### src/rtl/pipeline_stage_sequencer_pkg.sv
// Shared constants for the pipeline stage sequencer.
// Stage and group values are bit indices: pipeline_stage and opcode_group
// are one-hot vectors of width STAGE_COUNT / GROUP_COUNT.
package pipeline_stage_sequencer_pkg;

   // stage indices into the one-hot pipeline_stage code
   localparam int STAGE_IF    = 0;
   localparam int STAGE_ID    = 1;
   localparam int STAGE_EX    = 2;
   localparam int STAGE_MEM   = 3;
   localparam int STAGE_WB    = 4;
   localparam int STAGE_IDLE  = 5;
   localparam int STAGE_COUNT = 6;

   // opcode group indices into the one-hot opcode_group vector
   localparam int GROUP_ALU    = 0;
   localparam int GROUP_LOAD   = 1;
   localparam int GROUP_STORE  = 2;
   localparam int GROUP_BRANCH = 3;
   localparam int GROUP_COUNT  = 4;

   // one-hot stage code for a stage index
   function automatic logic [STAGE_COUNT-1:0] stage_code(input int idx);
      logic [STAGE_COUNT-1:0] code;
      code      = '0;
      code[idx] = 1'b1;
      return code;
   endfunction

endpackage

### src/rtl/pipeline_stage_sequencer_counter.sv
// seq_perf_counter: free-running wrap-around counter with enable and
// synchronous active-high clear.
module seq_perf_counter #(
   parameter int WIDTH = 32
) (
   input  logic             clk,
   input  logic             reset,
   input  logic             en,
   output logic [WIDTH-1:0] count
);

   // count up when enabled, wrapping naturally at 2^WIDTH
   always_ff @(posedge clk) begin
      if (reset)   count <= '0;
      else if (en) count <= count + 1'b1;
   end

endmodule

### src/rtl/pipeline_stage_sequencer.sv
// pipeline_stage_sequencer: walks each instruction through IF(1/2), ID, EX,
// MEM, WB; stalls MEM on load/store until mem_ready; parks in IDLE on halt.
// Optional performance counters enabled by macro SEQ_PERF_COUNTERS_EN.
module pipeline_stage_sequencer
   import pipeline_stage_sequencer_pkg::*;
#(
   parameter int CNT_WIDTH = 32
) (
   input  logic                   clk,
   input  logic                   reset,
   input  logic [GROUP_COUNT-1:0] opcode_group,
   input  logic                   instr_two_words,
   input  logic                   mem_ready,
   input  logic                   halt_req,
   output logic [STAGE_COUNT-1:0] pipeline_stage,
   output logic                   fetch_second_word,
   output logic                   pc_inc,
   output logic                   instr_retired,
`ifdef SEQ_PERF_COUNTERS_EN
   output logic [CNT_WIDTH-1:0]   cycle_count,
   output logic [CNT_WIDTH-1:0]   instr_count,
`endif
   output logic                   halted
);

   localparam logic [2:0] S_IF1  = 3'd0;
   localparam logic [2:0] S_IF2  = 3'd1;
   localparam logic [2:0] S_ID   = 3'd2;
   localparam logic [2:0] S_EX   = 3'd3;
   localparam logic [2:0] S_MEM  = 3'd4;
   localparam logic [2:0] S_WB   = 3'd5;
   localparam logic [2:0] S_IDLE = 3'd6;

   logic [2:0] state, state_nxt;
   logic       mem_op;

   assign mem_op = opcode_group[GROUP_LOAD] | opcode_group[GROUP_STORE];

   // state register; reset abandons any instruction in flight
   always_ff @(posedge clk) begin
      if (reset) state <= S_IF1;
      else       state <= state_nxt;
   end

   // next-state: halt only looked at in WB so the current instruction completes
   always_comb begin
      state_nxt = state;
      case (state)
         S_IF1:   state_nxt = instr_two_words ? S_IF2 : S_ID;
         S_IF2:   state_nxt = S_ID;
         S_ID:    state_nxt = S_EX;
         S_EX:    state_nxt = S_MEM;
         S_MEM:   state_nxt = (!mem_op || mem_ready) ? S_WB : S_MEM;
         S_WB:    state_nxt = halt_req ? S_IDLE : S_IF1;
         S_IDLE:  state_nxt = halt_req ? S_IDLE : S_IF1;
         default: state_nxt = S_IF1;
      endcase
   end

   // outputs decoded purely from the state register
   always_comb begin
      pipeline_stage    = stage_code(STAGE_IF);
      fetch_second_word = 1'b0;
      pc_inc            = 1'b0;
      instr_retired     = 1'b0;
      halted            = 1'b0;
      case (state)
         S_IF1:  pc_inc = 1'b1;
         S_IF2: begin
            pc_inc            = 1'b1;
            fetch_second_word = 1'b1;
         end
         S_ID:   pipeline_stage = stage_code(STAGE_ID);
         S_EX:   pipeline_stage = stage_code(STAGE_EX);
         S_MEM:  pipeline_stage = stage_code(STAGE_MEM);
         S_WB: begin
            pipeline_stage = stage_code(STAGE_WB);
            instr_retired  = 1'b1;
         end
         S_IDLE: begin
            pipeline_stage = stage_code(STAGE_IDLE);
            halted         = 1'b1;
         end
         default: pc_inc = 1'b1;
      endcase
   end

`ifdef SEQ_PERF_COUNTERS_EN
   seq_perf_counter #(.WIDTH(CNT_WIDTH)) u_cycle_cnt (
      .clk   (clk),
      .reset (reset),
      .en    (state != S_IDLE),
      .count (cycle_count)
   );

   seq_perf_counter #(.WIDTH(CNT_WIDTH)) u_instr_cnt (
      .clk   (clk),
      .reset (reset),
      .en    (instr_retired),
      .count (instr_count)
   );
`endif

endmodule
### config.mk
export PLATFORM = sky130hd
export DESIGN_NAME = pipeline_stage_sequencer
export DESIGN_NICKNAME = d
export VERILOG_FILES = /design/src/rtl/pipeline_stage_sequencer_pkg.sv /design/src/rtl/pipeline_stage_sequencer_counter.sv /design/src/rtl/pipeline_stage_sequencer.sv
export SDC_FILE = /design/constraint.sdc
export NUM_CORES = 1
export LEC_CHECK = 0
export CAP_MARGIN = 20
export CORE_AREA = 2 2 39 41
export CTS_CLUSTER_SIZE = 24
export DETAILED_ROUTE_END_ITERATION = 8
export DIE_AREA = 0 0 41 43
export GPL_TIMING_DRIVEN = 1
export PLACE_DENSITY_LB_ADDON = 0.25
export REMOVE_ABC_BUFFERS = 1
export SLEW_MARGIN = 20
export SYNTH_ARGS = -nofsm -noshare
export SYNTH_HDL_FRONTEND = slang
export SYNTH_SLANG_ARGS = --single-unit
### constraint.sdc
create_clock -name clk -period 3.6 [get_ports clk]
set_clock_uncertainty 0.05 [all_clocks]
set_input_delay 1.08 -clock clk [delete_from_list [all_inputs] [get_ports clk]]
set_output_delay 1.08 -clock clk [all_outputs]
set_load 0.05 [all_outputs]
-- Word level (Yosys, flattened, before mapping)
Index checks and enable logic that the tools add are counted.
- equal/unequal tests: 6
- reductions and logical operators: 5
- bitwise gates (word level): 1
- mux-type cells: 9
- operator list (kind ; number):
    $pmux 6 s5 ; 1
    $pmux 3 s6 ; 1
    $eq 3x3->1 const B ; 3
    $eq 3x2->1 const B ; 2
    $mux 1 ; 5
    $reduce_or 5->1 ; 1
    $eq 3x1->1 const B ; 1
    $logic_not 3->1 ; 1
    $mux 3 ; 1
    $mux 2 ; 1
    $reduce_or 2->1 ; 1
    $logic_not 1->1 ; 1
    $logic_or 1x1->1 ; 1
    $or 1x1->1 ; 1
- output and inout bits: 10
- flip-flop bits (word level): 3
- input bits: 9

-- Depth between registers and ports, before layout
Gate-level depths: netlist of the first run.
- depth in word-level cells: 5
- depth in mapped cells: 4
- mapped depth without buffers: 3

-- Least setup slack after synthesis of the first run
OpenSTA, ideal clock, no wires.
- path type: register to output
- start: register state[2]
- end: output pipeline_stage[0]
- setup slack: 0.436 ns
- path buffers: 2
- arrival: 2.034 ns
- data required time: 2.470 ns
- cell stages (with the launch flop): 4
- cell sequence: dfxtp_1 > buf_2 > o21ai_0 > buf_4
- cells in the longest elaborated chain, start to end: 2
- RTL lines (item ; RTL line ; text):
    from (decl) ; pipeline_stage_sequencer.sv:34 ; logic [2:0] state, state_nxt;
    from (signal assigned) ; pipeline_stage_sequencer.sv:42 ; else state <= state_nxt;
    $eq 3x3->1 or $eq 3x2->1 (tied branches) ; pipeline_stage_sequencer.sv:67 ; case (state)
    $pmux 6 s5 (*) ; pipeline_stage_sequencer.sv:67 ;
    to (decl) ; pipeline_stage_sequencer.sv:15 ; output logic [STAGE_COUNT-1:0] pipeline_stage,
Mark *: on every way between the ends. The rest lies on a longest branch, timed or not.

-- Final worst setup path of the first run
Same ends and word-level chain as after synthesis.

==> impl_metrics.yaml, run 1 <==
status:
  status: "finished clean"
worst_hold_path:
  min_to: "state[1]$_SDFF_PP0_"
  worst_hold_startpoint: "state[0]$_SDFF_PP0_"
  hold_path_depth: 2
  hold_class: "flop to flop"
sta:
  setup_ws_ps: 567
  min_period_over_period_pct: 84.2
  setup_viol: 0
  hold_viol: 0
  worst_pin_slew_ps: 491
  finalCriticalPeriod_ps: 3030
  slew_headroom_pct: 67.2
  rsz0062_at_grt: "no"
  whs_ps: 659
  slew_violations: 0
  clock.fmax_ghz: 0.330
finish:
  regMostFlops: "state"
  nNetsFinal: 55
  nFillCells: 157
  areaGrowthSynthToFinish_pct: 66.3
  multiInputGateArea_um2: 154
  diodes: 0
  reg_top3: "state x3"
  drive_gt1_share_pct: 15.6
  seq_area_um2: 60.1
  largest_reg_flops: 3
logic_synthesis:
  yosysTopAreaCell: "dfxtp_1"
  synth_common_cells: "and3b_1, buf_4, dfxtp_1, nor3b_1"
  ys_seq_area_share_pct: 23.8
  synth_edf_count: 0
  async_reset_ff_share_pct: 0
  ys.flop_type: "dfxtp_1"
  yosys_warnings: 0
  syn_inst: 30
  synthDistinctLibCells: 20
  ys_ff_latch: 3
  synth_top_area_share_pct: 23.8
  syn-cell-area_um2: 253
  synth_area_leaders: "dfxtp_1, and3b_1, buf_4"
  avgSynthCellArea_um2: 8.42
placement:
  io_buffers: 16
  gp_congestion: 0.659
  dp_hpwl_um: 401
  pre_cts_ws_ps: 803
setup_path:
  r2r_cells: 3
  cp_max_fo: 15
  r2r_end: "state[2]$_SDFF_PP0_"
  rrSetupSlack_ps: 2450
  worstPathArrival_ps: 1900
  path_class: "flop to output pin"
  timing.rr.start: "state[1]$_SDFF_PP0_"
  endpoint_kind: "output pin"
  startpoint_type: "flop"
  critPathRequiredTime_ps: 2470
cts:
  clockBufferDepth: 2
  clock_latency_ps: 240
  ctsRootBufferMaster: "clkbuf_4"
  clk_pin_slew_worst_paths_ps: 40
  postCtsSetupBuffers: 0
  cts_resized: 0
  cts_made_buffers: 3
  hold_buffers: 0
  cts_tree: "yes"
  ctsHtreeMaxLevel: 1
  clock_sinks: 3
die:
  chipWidth_um: 41
  initial_core_util_pct: 18.3
  ioPinCount: 19
  die-area_mm2: 0.00176
  rows: 14
  core_area_mm2: 0.00138
  dieHeight_um: 43
flow_run:
  max_cap_violations: 0
global_route:
  grt_max_degree: 16
  antenna_found_initial: 0
  first_global_vias: 234
  grt_use_total_pct: 8.24
  grt_remaining_overflow: 0
  grt_pass1_wl_um: 945
power:
  irDropWorstVdd_mv: 0.168
  leakage_nw: 0.159
  p_per_area_mw_per_mm2: 449
detailed_routing:
  drtAntennaViolNets: 0
  via_per_inst: 4.26
  drt-initial-drc-count: 3
  drc_errors: 0
  first_pass_iters: 3
  post_drt_wl_per_cell_um: 9.56
  vias: 260
  drt_wl_total_um: 583
per-stage QoR:
step / cell area [µm²] / instances / setup TNS, ps / utilization (%) / power (mW)
floorplan: 214 / 25 / -185 / - / 0.0993
global placement: 394 / 57 / 0 / 28.5 / 0.129
detailed placement: 394 / 57 / 0 / 28.5 / 0.129
CTS: 420 / 61 / 0 / 30.4 / 0.192
global route: 420 / 61 / 0 / 30.4 / 0.203
finish: 420 / 61 / 0 / 30.4 / 0.189
layout make-up:
cell class	instances	share of cell area, %
Timing Repair Buffer	16	38.1
Multi-Input combinational cell	22	36.6
Clock buffer	4	6.25
Sequential cell	3	14.3
Tap cell	16	4.76
cell usage in the layout (no fill, tap or decap), drive strengths merged:
cell / count
clkdlybuf4s50: 16
clkbuf: 4
and3b: 3
nor3b: 3
dfxtp: 3
nor2: 3
nor3: 2
o21ai: 2
a21oi: 2
nand3: 1
nand2: 1
and2: 1
a211o: 1
nand2b: 1
a221oi: 1
a211oi: 1
worst max-delay path: stages (launching register included):
cell and delay [ps]:
dfxtp_1 600, nand3_1 110, o21ai_0 120, clkdlybuf4s50_1 840
routing by layer:
layer  share of wire [%]  vias to the layer above  global-route usage [%]
li1                    -                      136                       -
met1                  47                      112                    8.71
met2                  43                       12                    11.6
met3                 9.9                        0                    4.71
met4                   0                        0                    6.00
met5                   0                        -                       0
where the power goes:
| part | switching [mW] | internal [mW] |
|---|---|---|
| logic | 0.0474 | 0.0314 |
| registers | 0.0120 | 0.0373 |
| clock network | 0.0189 | 0.0416 |
how the worst max path moves through the flow:
stage,startpoint,endpoint,slack (ps),depth (start not counted)
finish,state[2]$_SDFF_PP0_,pipeline_stage[0],570,3
global route,state[2]$_SDFF_PP0_,pipeline_stage[0],420,3
CTS,state[2]$_SDFF_PP0_,pc_inc,540,3
detailed placement,state[2]$_SDFF_PP0_,pc_inc,800,3
global placement,state[2]$_SDFF_PP0_,pipeline_stage[0],800,3
floorplan,state[2]$_SDFF_PP0_,pc_inc,-90,1
cells by family after synthesis:
family | after synthesis | synth area share [%]
simple gates | 15 | 37.1
compound gates | 7 | 23.8
buf+inv | 5 | 15.3
flops | 3 | 23.8
Note: power is estimated with default switching activity, not from simulation.
==> run 2, diff against run 1 <==
- clock period: 3.6 -> 2.7 ns (I/O delays scaled with it)
==> impl_metrics.yaml, run 2 (synthesized netlist as in run 1, its figures left out) <==
sta:
  clock.fmax_ghz: 0.467
  slew_violations: 0
  finalCriticalPeriod_ps: 2140
  min_period_over_period_pct: 79.3
  worst_pin_slew_ps: 436
  rsz0062_at_grt: "no"
  setup_viol: 0
  slew_headroom_pct: 70.9
  hold_viol: 0
setup_path:
  endpoint_kind: "output pin"
  crit_path_max_incr_delay_ps: 580
  path_delay_family: "flip-flops"
  worstPathArrival_ps: 1280
  cp_max_fo: 15
  path_class: "flop to output pin"
  startpoint_type: "flop"
  cpMaxStageDelayCell: "dfxtp_1"
  cp_num_buf_inv: 1
  critPathRequiredTime_ps: 1840
  path_cells: "nand3_1 -> o21ai_0 -> buf_4"
global_route:
  antenna_found_initial: 0
  first_global_vias: 245
  grt_use_total_pct: 7.52
  grt_remaining_overflow: 0
  grt_max_degree: 16
  grt_pass1_wl_um: 876
detailed_routing:
  met2_wirelength_um: 287
  via_per_inst: 4.11
  routed.top_layer: "met3"
  first_pass_iters: 1
  wl_met1_um: 209
  drt_wl_total_um: 555
  vias: 251
  drt-initial-drc-count: 0
  wl_met3_um: 58
  post_drt_wl_per_cell_um: 9.10
  drtAntennaViolNets: 0
  drc_errors: 0
placement:
  dp.cells: 57
  placed_cell_area_um2: 369
  gp_congestion: 0.669
  io_buffers: 16
finish:
  seq_area_um2: 60.1
  drive_gt1_share_pct: 37.8
  multiInputGateArea_um2: 154
  areaGrowthSynthToFinish_pct: 56.4
  fin_area_um2: 395
  final_cell_mix: "buf_4, clkdlybuf4s50_1"
  reg_top3: "state x3"
  diodes: 0
  largest_reg_flops: 3
  nNetsFinal: 55
  final_cells: 61
  mostFrequentLayoutCell: "buf_4"
  nFillCells: 163
  regMostFlops: "state"
power:
  p_seq_share_pct: 26.7
  p_sw_share_pct: 41.5
  irDropWorstVdd_mv: 0.204
  cell_internal_pwr_uw: 142
  leakage_nw: 0.175
  power.switching_uw: 101
  combinationalPowerShare_pct: 41.4
  power_frac_clock_pct: 32.0
  p_per_area_mw_per_mm2: 616
cts:
  ctsHtreeMaxLevel: 1
  clk_pin_slew_worst_paths_ps: 40
  hold_buffers: 0
  postCtsSetupBuffers: 0
  cts_made_buffers: 3
  clock_latency_ps: 230
  clock_sinks: 3
  ctsRootBufferMaster: "clkbuf_4"
  cts_tree: "yes"
  cts_resized: 0
  clockBufferDepth: 2
die:
  dieHeight_um: 43
  rows: 14
  die-area_mm2: 0.00176
  initial_core_util_pct: 18.3
  core_area_mm2: 0.00138
  ioPinCount: 19
  chipWidth_um: 41
worst_hold_path:
  hold_class: "flop to flop"
status:
  status: "finished clean"
flow_run:
  max_cap_violations: 0
## run 2: cell count changes in the layout (fill, tap and decap cells not counted)
cell             before  now
buf_4                 0   10
clkdlybuf4s50_1      16    6
## run 2: path summary, 6_finish.rpt
check	start	to	slack, ps	cells after the start
worst min-delay path	state[2]$_SDFF_PP0_	state[2]$_SDFF_PP0_	650	1
worst max register to register	state[1]$_SDFF_PP0_	state[2]$_SDFF_PP0_	1560	3
worst min register to register	state[2]$_SDFF_PP0_	state[2]$_SDFF_PP0_	650	1
worst max-delay path	state[2]$_SDFF_PP0_	pipeline_stage[0]	560	3
## run 2: power groups by stage
stage,logic (mW),registers [mW],clock network [mW]
global route,0.107,0.0680,0.0856
finish,0.101,0.0649,0.0778
detailed placement,0.102,0.0659,0
floorplan,0.0704,0.0620,0
CTS,0.102,0.0651,0.0842
global placement,0.102,0.0659,0
## run 2: metrics by stage
| stage | utilization (%) | hold WS (ps) | total power [mW] | setup TNS [ps] | setup slack (ps) |
|---|---|---|---|---|---|
| 3_3_place_gp | 26.7 | 648 | 0.168 | 0 | 783 |
| 5_1_grt | 28.6 | 694 | 0.260 | 0 | 399 |
| 3_5_place_dp | 26.7 | 653 | 0.168 | 0 | 779 |
| 4_1_cts | 28.6 | 656 | 0.251 | 0 | 528 |
| 2_1_floorplan | - | 574 | 0.132 | -1450 | -723 |
| 6_report | 28.6 | 648 | 0.243 | 0 | 558 |
## run 2: metal layers
layer,vias up,track usage [%]
li1,134,-
met4,0,8.00
met5,-,0
met1,107,6.71
met2,10,12.2
met3,0,1.57
## run 2: final cells by class
type	count	share of cell area, %
flip-flops and latches	3	15.2
well taps	16	5.06
clock buffers	4	6.65
multi-input cells	22	38.9
repair buffers	16	34.2
